**config.mk**
```make
export PLATFORM = sky130hd
export DESIGN_NAME = fetch_icache_nway
export DESIGN_NICKNAME = d
export VERILOG_FILES = /design/src/rtl/fetch_pkg.sv /design/src/rtl/icache_way.sv /design/src/rtl/fetch_icache_nway.sv
export SDC_FILE = /design/constraint.sdc
export NUM_CORES = 2
export LEC_CHECK = 0
export CAP_MARGIN = 10
export CORE_ASPECT_RATIO = 0.9
export CORE_MARGIN = 4
export CORE_UTILIZATION = 30
export CTS_CLUSTER_SIZE = 16
export DETAILED_ROUTE_END_ITERATION = 10
export GPL_ROUTABILITY_DRIVEN = 0
export SYNTH_ARGS = -nofsm -noshare
export SYNTH_HDL_FRONTEND = slang
export SYNTH_HIERARCHICAL = 1
export SYNTH_SLANG_ARGS = --single-unit
```
**constraint.sdc**
```tcl
create_clock -name clk -period 22.3 [get_ports clk]
set_input_delay 6.69 -clock clk [delete_from_list [all_inputs] [get_ports clk]]
set_output_delay 6.69 -clock clk [all_outputs]
set_load 0.05 [all_outputs]
```
**src/rtl/fetch_pkg.sv**
```systemverilog
// ---------------------------------------------------------------------------
// fetch_pkg
//   Shared definitions for the IF-stage instruction cache: the refill FSM
//   state encoding, the default cache geometry, and helpers that derive the
//   address field widths (word offset, set index, tag) from that geometry.
//   No ports; imported by fetch_icache_nway and icache_way.
// ---------------------------------------------------------------------------
package fetch_pkg;

  typedef enum logic {
    IC_IDLE = 1'b0,
    IC_MISS = 1'b1
  } ic_state_t;

  localparam int DEF_ADDR_W     = 32;
  localparam int DEF_WORD_W     = 32;
  localparam int DEF_LINE_WORDS = 4;
  localparam int DEF_SETS       = 8;
  localparam int DEF_WAYS       = 2;

  localparam int OFF_W = $clog2(DEF_LINE_WORDS);
  localparam int IDX_W = $clog2(DEF_SETS);
  localparam int TAG_W = DEF_ADDR_W - 2 - OFF_W - IDX_W;

  // The byte offset inside a word is always two bits wide, so whatever is
  // left above the word offset and set index is the tag.
  function automatic int calc_tag_w(input int addr_w, input int line_words, input int sets);
    return addr_w - 2 - $clog2(line_words) - $clog2(sets);
  endfunction

endpackage

```
**src/rtl/icache_way.sv**
```systemverilog
// ---------------------------------------------------------------------------
// icache_way
//   One way of the set-associative instruction cache. Holds a valid bit, a
//   tag and a full line for every set. Lookup is purely combinational; the
//   single write port installs a whole line with its tag and sets the valid
//   bit. clear_all drops every valid bit at once (cache flush).
// Ports
//   clk, rst         clock (rising edge) / async active-low reset of valid bits
//   rd_idx, rd_tag   set index and tag of the current fetch address
//   rd_off           word offset inside the line for the fetched word
//   match            set is valid and its tag equals rd_tag
//   word             word rd_off of the line stored at rd_idx
//   wr_en            install wr_line / wr_tag into set wr_idx
//   wr_idx, wr_tag   target set and tag of the refill
//   wr_line          refill line, word k at [k*WORD_W +: WORD_W]
//   clear_all        invalidate all sets
//   fill_valid       valid bit of set wr_idx (used for victim choice)
// ---------------------------------------------------------------------------
module icache_way
  import fetch_pkg::*;
#(
  parameter int WORD_W     = DEF_WORD_W,
  parameter int LINE_WORDS = DEF_LINE_WORDS,
  parameter int SETS       = DEF_SETS,
  parameter int OFF_BITS   = OFF_W,
  parameter int IDX_BITS   = IDX_W,
  parameter int TAG_BITS   = TAG_W
) (
  input  logic                         clk,
  input  logic                         rst,
  input  logic [IDX_BITS-1:0]          rd_idx,
  input  logic [TAG_BITS-1:0]          rd_tag,
  input  logic [OFF_BITS-1:0]          rd_off,
  output logic                         match,
  output logic [WORD_W-1:0]            word,
  input  logic                         wr_en,
  input  logic [IDX_BITS-1:0]          wr_idx,
  input  logic [TAG_BITS-1:0]          wr_tag,
  input  logic [WORD_W*LINE_WORDS-1:0] wr_line,
  input  logic                         clear_all,
  output logic                         fill_valid
);

  logic [SETS-1:0]              valid_q;
  logic [TAG_BITS-1:0]          tag_q  [SETS];
  logic [WORD_W*LINE_WORDS-1:0] line_q [SETS];
  logic [WORD_W-1:0]            line_words [LINE_WORDS];

  // Valid bits are the only state that must come out of reset clean. A
  // refill landing on the same edge as a flush still installs its line,
  // so the write is applied after the global clear.
  always_ff @(posedge clk or negedge rst) begin
    if (!rst) begin
      valid_q <= '0;
    end else begin
      if (clear_all) begin
        valid_q <= '0;
      end
      if (wr_en) begin
        valid_q[wr_idx] <= 1'b1;
      end
    end
  end

  // Tag and data storage carry no reset; a line is only ever read when
  // its valid bit is set, which guarantees it was written first.
  always_ff @(posedge clk) begin
    if (wr_en) begin
      tag_q[wr_idx]  <= wr_tag;
      line_q[wr_idx] <= wr_line;
    end
  end

  // Break the selected line into words so the offset can pick one
  // directly instead of computing a bit position.
  always_comb begin
    for (int k = 0; k < LINE_WORDS; k++) begin
      line_words[k] = line_q[rd_idx][k*WORD_W +: WORD_W];
    end
  end

  assign match      = valid_q[rd_idx] && (tag_q[rd_idx] == rd_tag);
  assign word       = line_words[rd_off];
  assign fill_valid = valid_q[wr_idx];

endmodule

```
**src/rtl/fetch_icache_nway.sv**
```systemverilog
// ---------------------------------------------------------------------------
// fetch_icache_nway
//   N-way (1 or 2) set-associative instruction cache for the IF stage.
//   Hits return the word in the same cycle. A miss latches the line address
//   and runs a blocking refill over a req/valid handshake; the refilled line
//   goes into the first invalid way, otherwise into the least recently used
//   way. flush invalidates the whole cache.
// Ports
//   clk, rst     clock (rising edge) / async active-low reset
//   req_valid    fetch request this cycle
//   address      byte address of the instruction
//   flush        invalidate all lines
//   instruction  fetched word, 0 when hit is low
//   hit          combinational hit (only in IDLE, never during flush)
//   stall        request not served this cycle, or refill in progress
//   mem_req      registered refill request, held until mem_valid
//   mem_addr     registered line-aligned refill address
//   mem_valid    one-cycle pulse carrying the refill line
//   mem_in       refill line, word k at [k*WORD_W +: WORD_W]
// ---------------------------------------------------------------------------
module fetch_icache_nway
  import fetch_pkg::*;
#(
  parameter int ADDR_W     = DEF_ADDR_W,
  parameter int WORD_W     = DEF_WORD_W,
  parameter int LINE_WORDS = DEF_LINE_WORDS,
  parameter int SETS       = DEF_SETS,
  parameter int WAYS       = DEF_WAYS
) (
  input  logic                         clk,
  input  logic                         rst,
  input  logic                         req_valid,
  input  logic [ADDR_W-1:0]            address,
  input  logic                         flush,
  output logic [WORD_W-1:0]            instruction,
  output logic                         hit,
  output logic                         stall,
  output logic                         mem_req,
  output logic [ADDR_W-1:0]            mem_addr,
  input  logic                         mem_valid,
  input  logic [WORD_W*LINE_WORDS-1:0] mem_in
);

  localparam int OFF_BITS = $clog2(LINE_WORDS);
  localparam int IDX_BITS = $clog2(SETS);
  localparam int TAG_BITS = calc_tag_w(ADDR_W, LINE_WORDS, SETS);
  localparam int LINE_LSB = 2 + OFF_BITS;

  ic_state_t             state_q;
  ic_state_t             state_d;
  logic [OFF_BITS-1:0]   rd_off;
  logic [IDX_BITS-1:0]   rd_idx;
  logic [TAG_BITS-1:0]   rd_tag;
  logic [IDX_BITS-1:0]   fill_idx;
  logic [TAG_BITS-1:0]   fill_tag;
  logic [WAYS-1:0]       way_match;
  logic [WAYS-1:0]       way_fill_valid;
  logic [WAYS-1:0]       way_wr;
  logic [WORD_W-1:0]     way_word [WAYS];
  logic [WORD_W-1:0]     hit_word;
  logic                  fill_now;
  logic                  start_miss;
  logic                  victim;
  logic [1:0]            unused_byte_sel;

  assign unused_byte_sel = address[1:0];

  assign rd_off   = address[LINE_LSB-1:2];
  assign rd_idx   = address[LINE_LSB +: IDX_BITS];
  assign rd_tag   = address[ADDR_W-1 -: TAG_BITS];
  assign fill_idx = mem_addr[LINE_LSB +: IDX_BITS];
  assign fill_tag = mem_addr[ADDR_W-1 -: TAG_BITS];

  assign fill_now = (state_q == IC_MISS) && mem_valid;

  // Every way sees the same lookup and the same refill line; only the
  // victim way gets the write enable.
  for (genvar w = 0; w < WAYS; w++) begin : g_way
    icache_way #(
      .WORD_W     (WORD_W),
      .LINE_WORDS (LINE_WORDS),
      .SETS       (SETS),
      .OFF_BITS   (OFF_BITS),
      .IDX_BITS   (IDX_BITS),
      .TAG_BITS   (TAG_BITS)
    ) u_way (
      .clk        (clk),
      .rst        (rst),
      .rd_idx     (rd_idx),
      .rd_tag     (rd_tag),
      .rd_off     (rd_off),
      .match      (way_match[w]),
      .word       (way_word[w]),
      .wr_en      (way_wr[w]),
      .wr_idx     (fill_idx),
      .wr_tag     (fill_tag),
      .wr_line    (mem_in),
      .clear_all  (flush),
      .fill_valid (way_fill_valid[w])
    );

    assign way_wr[w] = fill_now && (victim == 1'(w));
  end

  if (WAYS == 2) begin : g_lru
    logic [SETS-1:0] lru_q;

    // Victim for the pending refill: an empty way is always preferred,
    // way0 first; with both ways full the set's LRU bit decides.
    always_comb begin
      if (!way_fill_valid[0]) begin
        victim = 1'b0;
      end else if (!way_fill_valid[1]) begin
        victim = 1'b1;
      end else begin
        victim = lru_q[fill_idx];
      end
    end

    // The LRU bit names the way to evict next, so any access (hit or
    // refill) makes it point at the other way of that set.
    always_ff @(posedge clk or negedge rst) begin
      if (!rst) begin
        lru_q <= '0;
      end else if (fill_now) begin
        lru_q[fill_idx] <= ~victim;
      end else if (hit) begin
        lru_q[rd_idx] <= ~way_match[1];
      end
    end
  end else begin : g_direct
    assign victim = 1'b0;
  end

  // At most one way can match a given tag, so OR-ing the matching way's
  // word is enough to select it.
  always_comb begin
    hit_word = '0;
    for (int w = 0; w < WAYS; w++) begin
      if (way_match[w]) begin
        hit_word = way_word[w];
      end
    end
  end

  // State register of the refill FSM.
  always_ff @(posedge clk or negedge rst) begin
    if (!rst) begin
      state_q <= IC_IDLE;
    end else begin
      state_q <= state_d;
    end
  end

  // Next state and fetch-side outputs. Lookups only count in IDLE, and a
  // flush both hides the hit and postpones any miss to the next cycle.
  // While a refill is outstanding the fetch address is ignored.
  always_comb begin
    state_d     = state_q;
    hit         = 1'b0;
    stall       = 1'b0;
    instruction = '0;
    start_miss  = 1'b0;
    case (state_q)
      IC_IDLE: begin
        hit         = req_valid && !flush && (|way_match);
        instruction = hit ? hit_word : '0;
        stall       = req_valid && !hit;
        if (req_valid && !hit && !flush) begin
          start_miss = 1'b1;
          state_d    = IC_MISS;
        end
      end
      IC_MISS: begin
        stall = 1'b1;
        if (mem_valid) begin
          state_d = IC_IDLE;
        end
      end
      default: begin
        state_d = IC_IDLE;
      end
    endcase
  end

  // Refill request towards memory. The line address is captured when the
  // miss starts and held untouched until the line arrives, so memory sees
  // a stable request regardless of what the PC does meanwhile.
  always_ff @(posedge clk or negedge rst) begin
    if (!rst) begin
      mem_req  <= 1'b0;
      mem_addr <= '0;
    end else if (start_miss) begin
      mem_req  <= 1'b1;
      mem_addr <= {address[ADDR_W-1:LINE_LSB], {LINE_LSB{1'b0}}};
    end else if (fill_now) begin
      mem_req  <= 1'b0;
    end
  end

endmodule
```
# After elaboration in Yosys (flattened, before gate mapping)
# Memory sizes are Yosys's and may differ from the RTL's.
# Cells that the tools add are included.
# word_totals
wordCells,85
mem_bits_ro,0
regBits,54
mem_count,4
latch_bits,0
ram_bits,2448
# memory_table
memory,depth,width,read_ports,rd_ports_with_merged_regs,write_ports,line_no,rtl
g_way[0].u_way.line_q,8,128,1,0,1,icache_way.sv:46,logic [WORD_W*LINE_WORDS-1:0] line_q [SETS];
g_way[1].u_way.line_q,8,128,1,0,1,icache_way.sv:46,
g_way[0].u_way.tag_q,8,25,1,0,1,icache_way.sv:45,logic [TAG_BITS-1:0] tag_q [SETS];
g_way[1].u_way.tag_q,8,25,1,0,1,icache_way.sv:45,
# op_classes
n_lt_le_gt_ge,5
add_sub_neg,0
n_mul,0
div_mod_pow,0
bitwise_logic,6
shifts,0
n_eq_ne,2
n_reduce_logical,16
mux,46
# ops
operator,n
$mux W32,8
$bmux W32 S2,2
$eq A25 B25 Y1,2
$mux W8,6
$mux W1,19
$bwmux W8,2
$or A8 B8 Y8,2
$bmux W1 S3,5
$logic_and A1 B1 Y1,11
$lt A3 B4 Y1 const B,2
$demux W1 S3,2
$ge A3 B1 Y1 const B,2
$pmux W1 S2,2
$reduce_bool A2 Y1,2
$ge A3 B3 Y1 const B,1
$not A1 Y1,3
$not A2 Y3,1
$logic_not A1 Y1,2
$reduce_or A2 Y1,1

# Depth between registers and ports, before layout
# depth
word_depth,11
ltp_mapped,15

# By module
# Netlist, hierarchy kept.
# by_module_without_submodules
module,seq_area_each_um2,instances,area_per_inst_um2,cells_per_inst
icache_way (g_way[1].u_way),36955.4,1,46990.1,1843
icache_way (g_way[0].u_way),36955.4,1,46916.2,1833
fetch_icache_nway,950.9,1,2270.9,226

# Worst setup path after synthesis
# No wires, ideal clock.
# synth_timing
path_type,input -> register
from,input port mem_valid
to,"memory g_way[0].u_way/line_q[1][0] in the netlist's numbering, enable pin"
stages,4
n_path_buf,0
t_arrival_ns,17.466
path_slack_ns,3.979
setup_time_ns,0.854
cell_sequence,nand2_4 -> and2b_1 -> nand2_1 -> nor3_1
# synth_between
elab_chain_cells,4
# synth_lines
element,line_no,rtl
"start, declared",fetch_icache_nway.sv:40,"input logic mem_valid,"
$logic_and A1 B1 Y1,fetch_icache_nway.sv:74,assign fill_now = (state_q == IC_MISS) && mem_valid;
$logic_and A1 B1 Y1,fetch_icache_nway.sv:102,assign way_wr[w] = fill_now && (victim == 1'(w));
via way_wr[0],fetch_icache_nway.sv:58,logic [WAYS-1:0] way_wr;
$mux W1,icache_way.sv:68,if (wr_en) begin
$mux W1 (not written as such),icache_way.sv:70,line_q[wr_idx] <= wr_line;
"end, declared",icache_way.sv:46,
# The timed path passes the listed nets, and every way through them passes these cells.

# Final worst setup path
# layout_timing
from,input port address[5]
to,output port instruction[23]
# layout_between
word_cells_on_any_way,24
# layout_lines
element,line_no,rtl
"start, declared",fetch_icache_nway.sv:33,"input logic [ADDR_W-1:0] address,"
$mem_v2 Z8 W25 / $bmux W1 S3 (equally long branches),-,
$eq A25 B25 Y1 / $mux W1 (equally long branches),icache_way.sv:82,assign match = valid_q[rd_idx] && (tag_q[rd_idx] == rd_tag);
$logic_and A1 B1 Y1 *,icache_way.sv:82,
via way_match[1],fetch_icache_nway.sv:56,logic [WAYS-1:0] way_match;
$reduce_or A2 Y1,fetch_icache_nway.sv:166,hit = req_valid && !flush && (|way_match);
$logic_and A1 B1 Y1,fetch_icache_nway.sv:166,
$mux W32 *,fetch_icache_nway.sv:167,instruction = hit ? hit_word : '0;
$mux W32 *,fetch_icache_nway.sv:164,case (state_q)
"end, declared",fetch_icache_nway.sv:35,"output logic [WORD_W-1:0] instruction,"
# Mark *: on every way through the listed nets, which the timed path passes. The rest lies on a longest branch. The select of a mux whose other input is x is not followed.

==> reports/summary.txt <==
Status -> completed
Fin. Hold Viols -> 0
WL/cell -> 27.0 µm
Clock Sinks -> 2502
GRT Util Overall -> 0.141
# IOs -> 232
Ys flop type -> edfxtp_1
Site Rows -> 196
Die footprint -> 0.330 mm²
Initial antenna violation count -> 78
Max Clk Rate -> 0.0510 GHz
Final setup viols -> 0
Post-CTS Resized -> 0
Main combinational cell family by area after synthesis -> multiplexers
Fillers -> 28.9k
Synth cell count leaders -> 2448 x edfxtp_1, 741 x mux4_2, 109 x buf_2, 96 x mux2_2, 55 x nor2_1
Skew final -> 0.0509 ns
Relative slew slack -> 0.162
Cell area power density -> 91.7 mW/mm²
CTS Root Buffer Type -> clkbuf_16
Top post-synthesis cells by area -> edfxtp_1 76%, mux4_2 17%, dfrtp_1 1.4%, mux2_2 1.1%, buf_2 0.57%
Tmin final -> 19.62 ns
Leak -> 34.4 nW
Max-cap violations -> 0
Fin nets -> 4462
RSZ-0062 raised after global routing -> false
Global-route wire length before repair -> 339000 µm
Setup CP Type -> input port to output port
Synth Area in Compound Gates -> 0.00762
H-tree depth -> 5
CTS Hold Buffers Added -> 0
Die X-Extent -> 605 µm
Routed Antenna Nets -> 0
Hold depth -> 2
Synth warn -> 6
Syn Inst Count -> 3902
Initial drt markers -> 4867
Inst Count DP -> 8282
Drc violations -> 0
Post-synth top area share -> 0.764
Sequential share of the synthesized area -> 0.778
End of the worst register-to-register path -> g_way[0].u_way/line_q[2][105]
R2r setup slk -> 15.92 ns
WP data required -> 15.61 ns
Synthesis-to-finish area growth -> 16.7%
Min Hold Slack -> 0.489 ns
TritonRoute pass-1 iters -> 7
Syn Area/Cell -> 24.6 µm²
Die height -> 545 µm
Seq cells post-synth -> 2502
Post-Synth XOR/XNOR Area -> 0.00401
Worst hold path class -> flop to flop
Maximum number of pins on one net before global-route repair -> 147
Vias per inst -> 4.96
CP max FO -> 85
Crit. End Element -> output port
Via Count -> 43.6k
Vias in the first global route -> 45.2k
Count of flip-flops with a built-in enable after synthesis -> 2448
Reg2Reg Depth -> 10
Worst Hold Launch -> mem_req
Fin. max-slew vios -> 0
Clk buf depth -> 4
Startpoint types -> input port
Clk pin slew, worst setup/hold paths -> 0.06 ns
Synth area leader -> edfxtp_1
TritonCTS buffer count -> 270
Clock latency at the later pin of the worst-skew pair -> 0.83 ns
WL final -> 237000 µm
Mux contribution to synthesized area -> 0.190
Initial Utilization -> 0.302
Power Total -> 10.3 mW
Share of layout cells above drive strength 1 -> 0.293
Core area -> 0.318 mm²
Measured slew at the worst slew-check pin -> 1.26 ns
Worst vdd ir -> 0.0000545 V
Reg2reg start -> mem_addr[4]
GRT Residual Overflow -> 0
Sum of negative setup slack -> 0 ns
Worst path arrival time -> 12.93 ns
DPL Wire Length -> 129000 µm
Buffers on Ports -> 225
Period Utilization, post-route -> 0.880
Post-synthesis async set-or-reset flop share -> 0.0216
Setup Buffers After CTS -> 0
Library cells used by synthesis -> 57
CTS tree -> yes
Adder-Cell Fraction of Synth Area -> 0
Finished Core Util -> 0.353
Post-Synth Simple-Gate Area -> 0.00864
Most common cell in the synthesized netlist -> edfxtp_1
Final Non-Filler Cells -> 8779
Hold Path End -> mem_req
Post-synth design cell area -> 0.0962 mm²
## where the power goes
part | internal (mW) | total (mW) | leakage [nW] | switching, mW
Sequential | 5.29 | 5.37 | 22.7 | 0.0770
Combinational | 0.255 | 0.601 | 7.63 | 0.345
Clock | 2.56 | 4.32 | 4.12 | 1.76
Total | 8.11 | 10.3 | 34.4 | 2.18
## cells in the final DEF (no fill, tap or decap), drive strengths merged, types with 35 or more instances in the layout
master | synthesis | final
edfxtp | 2448 | 2448
mux4 | 741 | 741
clkbuf | 40 | 342
clkdlybuf4s50 | 0 | 219
buf | 161 | 101
mux2 | 96 | 96
clkinv | 0 | 94
nor2 | 55 | 55
mux2i | 54 | 54
dfrtp | 54 | 54
a22oi | 36 | 36
nand2 | 35 | 35
## layout make-up
| class | count | area, µm² | area share |
|---|---|---|---|
| Antenna cell | 27 | 67.6 | 0.000602 |
| Clock buffer | 341 | 7230 | 0.0645 |
| Clock inverter | 129 | 1220 | 0.0109 |
| Inverter | 6 | 22.5 | 0.000201 |
| Multi-Input combinational cell | 1196 | 20400 | 0.182 |
| Sequential cell | 2502 | 74900 | 0.667 |
| Tap cell | 4257 | 5330 | 0.0475 |
| Timing Repair Buffer | 321 | 3070 | 0.0274 |
## worst max path at each step
stage	startpoint	endpoint	depth (start not counted)
after floorplan	mem_valid	g_way[0].u_way/line_q[1][0]	4
after global placement	address[5]	instruction[11]	13
after detailed placement	address[5]	instruction[11]	13
after CTS	address[5]	instruction[11]	13
after global routing	address[5]	instruction[22]	13
final	address[5]	instruction[23]	13
## through the flow
step                worst slack [ns]  instance area, µm²
global route                    2.43              112000
finish                          2.68              112000
floorplan                       3.98               96200
detailed placement              2.62              104000
CTS                             2.62              112000
global placement                2.53              104000
## registers in the layout, indices dropped and copies added (netlist names)
signal	flops
g_way.u_way/valid_q	16
mem_req	1
mem_addr	28
g_way.u_way/tag_q	400
g_lru.lru_q	8
g_way.u_way/line_q	2048
state_q	1
## critical path: stages
cell	delay, ns
buf_8	0.56
buf_4	0.88
mux4_2	0.60
nand2_1	0.09
nand2_1	0.08
xor2_1	0.16
nor4_1	0.46
and4_4	0.37
buf_4	0.69
nor2b_4	0.40
a22oi_1	0.83
nor2_1	0.09
clkdlybuf4s50_1	0.76
## logic make-up after synthesis
family	after synthesis
flip-flops	2502
multiplexers	891
buffers and inverters	207
AND/OR/NAND/NOR	164
AO/OA/AOI/OAI	93
XOR/XNOR	44
other	1
## layer usage
layer / vias to the layer above / wire [µm] / track usage
met5: - / 264 / 0.000727
li1: 17700 / - / -
met4: 42 / 5510 / 0.0346
met2: 1492 / 111000 / 0.219
met1: 23900 / 101000 / 0.197
met3: 391 / 19600 / 0.0394
(Power assumes the default switching activity.)
